**src/rtl/exp2_iter.sv**
```systemverilog
// Iterative base-2 antilog: floor(2^e * (1 + f/2^F)), one left shift per clock.
// Operand and result both use valid/ready handshakes; overflow saturates to all ones.
module exp2_iter #(
    parameter int N = 8,
    parameter int M = 3,
    parameter int F = 4
) (
    input  logic         clk,
    input  logic         rst,
    input  logic         in_valid,
    output logic         in_ready,
    input  logic [M-1:0] exp_in,
    input  logic [F-1:0] frac_in,
    output logic         out_valid,
    input  logic         out_ready,
    output logic [N-1:0] result,
    output logic         exact,
    output logic         ovf
);

    localparam int AW = N + F;

    typedef enum logic [1:0] {
        IDLE  = 2'd0,
        SHIFT = 2'd1,
        DONE  = 2'd2
    } state_t;

    state_t        state_q, state_d;
    logic [AW-1:0] acc_q, acc_d;
    logic [M-1:0]  cnt_q, cnt_d;
    logic [N-1:0]  result_q, result_d;
    logic          exact_q, exact_d;
    logic          ovf_q, ovf_d;

    logic [AW-1:0] acc_load;
    logic [AW-1:0] acc_shl;
    logic          exp_big;

    // Operand with its implicit leading one, in the low F+1 bits of the accumulator.
    always_comb begin
        acc_load        = '0;
        acc_load[F:0]   = {1'b1, frac_in};
    end

    assign acc_shl = acc_q << 1;
    assign exp_big = int'(exp_in) >= N;

    always_comb begin
        state_d   = state_q;
        acc_d     = acc_q;
        cnt_d     = cnt_q;
        result_d  = result_q;
        exact_d   = exact_q;
        ovf_d     = ovf_q;
        in_ready  = 1'b0;
        out_valid = 1'b0;

        case (state_q)
            IDLE: begin
                in_ready = 1'b1;
                if (in_valid) begin
                    acc_d   = acc_load;
                    cnt_d   = exp_in;
                    exact_d = (frac_in == '0);
                    if (exp_big) begin
                        result_d = '1;
                        ovf_d    = 1'b1;
                        exact_d  = 1'b0;
                        state_d  = DONE;
                    end else if (exp_in == '0) begin
                        result_d = acc_load[AW-1:F];
                        ovf_d    = 1'b0;
                        state_d  = DONE;
                    end else begin
                        state_d = SHIFT;
                    end
                end
            end
            SHIFT: begin
                acc_d = acc_shl;
                cnt_d = cnt_q - M'(1);
                // e < N guarantees the leading one stays inside the accumulator.
                if (cnt_q == M'(1)) begin
                    result_d = acc_shl[AW-1:F];
                    ovf_d    = 1'b0;
                    state_d  = DONE;
                end
            end
            DONE: begin
                out_valid = 1'b1;
                if (out_ready) begin
                    state_d = IDLE;
                end
            end
            default: begin
                state_d = IDLE;
            end
        endcase
    end

    always_ff @(posedge clk) begin
        if (rst) begin
            state_q  <= IDLE;
            acc_q    <= '0;
            cnt_q    <= '0;
            result_q <= '0;
            exact_q  <= 1'b0;
            ovf_q    <= 1'b0;
        end else begin
            state_q  <= state_d;
            acc_q    <= acc_d;
            cnt_q    <= cnt_d;
            result_q <= result_d;
            exact_q  <= exact_d;
            ovf_q    <= ovf_d;
        end
    end

    assign result = result_q;
    assign exact  = exact_q;
    assign ovf    = ovf_q;

endmodule

```
**config.mk**
```make
export PLATFORM = sky130hd
export DESIGN_NAME = exp2_iter
export DESIGN_NICKNAME = d
export VERILOG_FILES = /design/src/rtl/exp2_iter.sv
export SDC_FILE = /design/constraint.sdc
export NUM_CORES = 1
export LEC_CHECK = 0
export ABC_AREA = 1
export CAP_MARGIN = 10
export CORE_UTILIZATION = 45
export CTS_CLUSTER_SIZE = 24
export DETAILED_ROUTE_END_ITERATION = 6
export PLACE_DENSITY_LB_ADDON = 0.3
export SYNTH_ARGS = -nofsm -noshare
export SYNTH_HDL_FRONTEND = slang
export SYNTH_SLANG_ARGS = --single-unit
```
**constraint.sdc**
```tcl
create_clock -name clk -period 1.5 [get_ports clk]
set_clock_uncertainty 0.2 [all_clocks]
set_input_delay 0.45 -clock clk [delete_from_list [all_inputs] [get_ports clk]]
set_output_delay 0.45 -clock clk [all_outputs]
set_load 0.05 [all_outputs]
```
==> metrics.txt <==
worst r2r src state_q[0]; number of synthesized flops with an enable pin 0; final non-filler cell area 1840 um2; Setup CP Type reg -> out; num rows 18; WL per Instance 11.8 um; Synth area leader dfxtp_1; cts bufs inserted 3; top cell type's share of synthesized area approximately 43%; # DRC 0; clock sink count 25; Final nets between 200 and 250; failing checks negative setup slack; CP arrival about 1.1 ns; layout cells sized above 1 about a third; die area between 2000 and 3000 um2; Req. time, crit path about 0.85 ns; warnings from Yosys 0; worst setup margin -0.202 ns; Seq/Total Area, Yosys between 40% and 50%; placed instance count between 200 and 250; antenna violations before repair 0; Area Growth Syn to Fin 58.4%; first-pass GRT wire length 4.25 mm; post-cts hold buffer count 0; Final Wtd Congestion 0.818; final core occ between 70% and 80%; H-tree levels 1; Max Root-Sink Buffers 2; Total Routing Usage GR roughly 21%; Initial Utilization between 40% and 50%; Final Hold Fails 0; GRT overflow 0; Mapped Cells 168; Synth Net Count 181; setup violators final 16; Synth area leaders dfxtp_1, nand2_1, inv_1; startpoint types flop; fillers roughly 170; synth cell count leaders nand2_1, dfxtp_1, inv_1; Port Buf Inserts 21; Die W between 50 and 60 um; Avg Inst Size Synth 6.93 um2; post-place setup slack -0.494 ns; clock latency on the worst-skew pair ~0.31 ns; Crit. Startpoint state_q[0]; Hold Path Class reg -> reg; Hold Startpoint acc_q[4]; Hold Slack between 0.2 and 0.3 ns; power per cell area roughly 2100 nW/um2; fin crit share 113%; Met3 Wirelength around 140 um; DRT Pass-1 Iters 4; Final Max Slew Viols 0; antenna diode count 0; main flop type after synthesis dfxtp_1; fin crit period approximately 1.7 ns; drt total wl approximately 2.8 mm; Tot Pwr approximately 3.8 mW; mapped cell area ~1200 um2; count leader, synth nand2_1; CTS tree done; Metal-1 WL between 1 and 1.5 mm; clock root cell clkbuf_4; Max Cap Viol 0; top layer in use met4; area of the multi-input gates ~600 um2; Core Area between 2000 and 2500 um2; Fmax 588 MHz; Yosys cell types 22; Worst Path Max Fanout 3; Setup crit end kind output port; status complete, but fails checks; Detailed Place HPWL 1.87 mm; pin count of the biggest net entering global routing 15; Finished Layout Cells around 240; RSZ-0062 raised after global routing true; vias in the first global route roughly 1,100; Clock Pin Slew Worst Setup and Hold Paths 0.12 ns; remaining antenna violation count after routing 0; Placement Cell Area approximately 1600 um2; chip height between 50 and 60 um; DRT iter0 DRCs 42; post-synthesis register bit count 25; Leakage Power 0.886 nW; maximum VDD drop ~1300 uV; final setup TNS -0.856 ns; io pins 23; routed length on met2 ~1.5 mm; Vias/cell about 5.0; register cell area after layout a little over 500 um2; ys async rst share 0%; total number of vias around 1,200
[worst paths after layout]
path                            endpoint  slack (ns)  cells past startpoint
worst max-delay path            in_ready       -0.20                      3
worst min-delay path            acc_q[4]        0.28                      2
worst max register to register  cnt_q[2]       -0.06                      8
worst min register to register  acc_q[4]        0.28                      2
[cell usage in the layout, fill, tap and decap left out, drive strengths merged]
| cell type | count |
|---|---|
| nand2 | 48 |
| buf | 31 |
| inv | 27 |
| nor2 | 25 |
| dfxtp | 25 |
| a21oi | 13 |
| clkdlybuf4s50 | 7 |
| nand3 | 7 |
| o21ai | 6 |
| nand4 | 4 |
| clkbuf | 4 |
| o211a | 3 |
| dlygate4sd2 | 3 |
| ha | 2 |
| o21a | 1 |
| o22ai | 1 |
| conb | 1 |
| clkinv | 1 |
[cells by family after synthesis]
kind of cell / share of synthesized area [%]
buf+inv: 12.3
simple gates: 30.2
flops: 43.0
fa+ha+maj: 2.15
other cells: 0.322
compound gates: 12.0
[state kept, by name, indices dropped and copies added, names as in the netlist]
name / count
cnt_q: 3
acc_q: 11
state_q: 2
result: 8
exact: 1
[cell type report]
class	count	area share, %
well taps	30	2.04
repair buffers	42	29.5
flip-flops and latches	25	28.0
clock inverters	1	0.272
inverters	27	5.91
clock buffers	3	1.22
multi-input cells	111	33.1
[worst max-delay path: stages (launching register included)]
cell     delay, ns
dfxtp_4       0.37
buf_6         0.11
nor2_4        0.12
buf_12        0.14
[where the power goes]
part           internal (mW)  switching (mW)
registers              0.884           0.154
clock network         0.0993           0.191
logic                   1.17            1.33
[metal layers]
metal | global-route usage, % | vias up
met5 | 0 | -
met4 | 6.14 | 0
met3 | 2.59 | 2
met2 | 38.6 | 38
met1 | 23.7 | 545
li1 | - | 599
[what timing repair did]
action / 4_1_cts / 5_1_grt
setup buffers: 5 / 4
setup endpoints to repair: 29 / 20
cloned: 1 / 1
pin swaps: 9 / 14
resized for setup: 24 / 23
(Power assumes the default switching activity.)
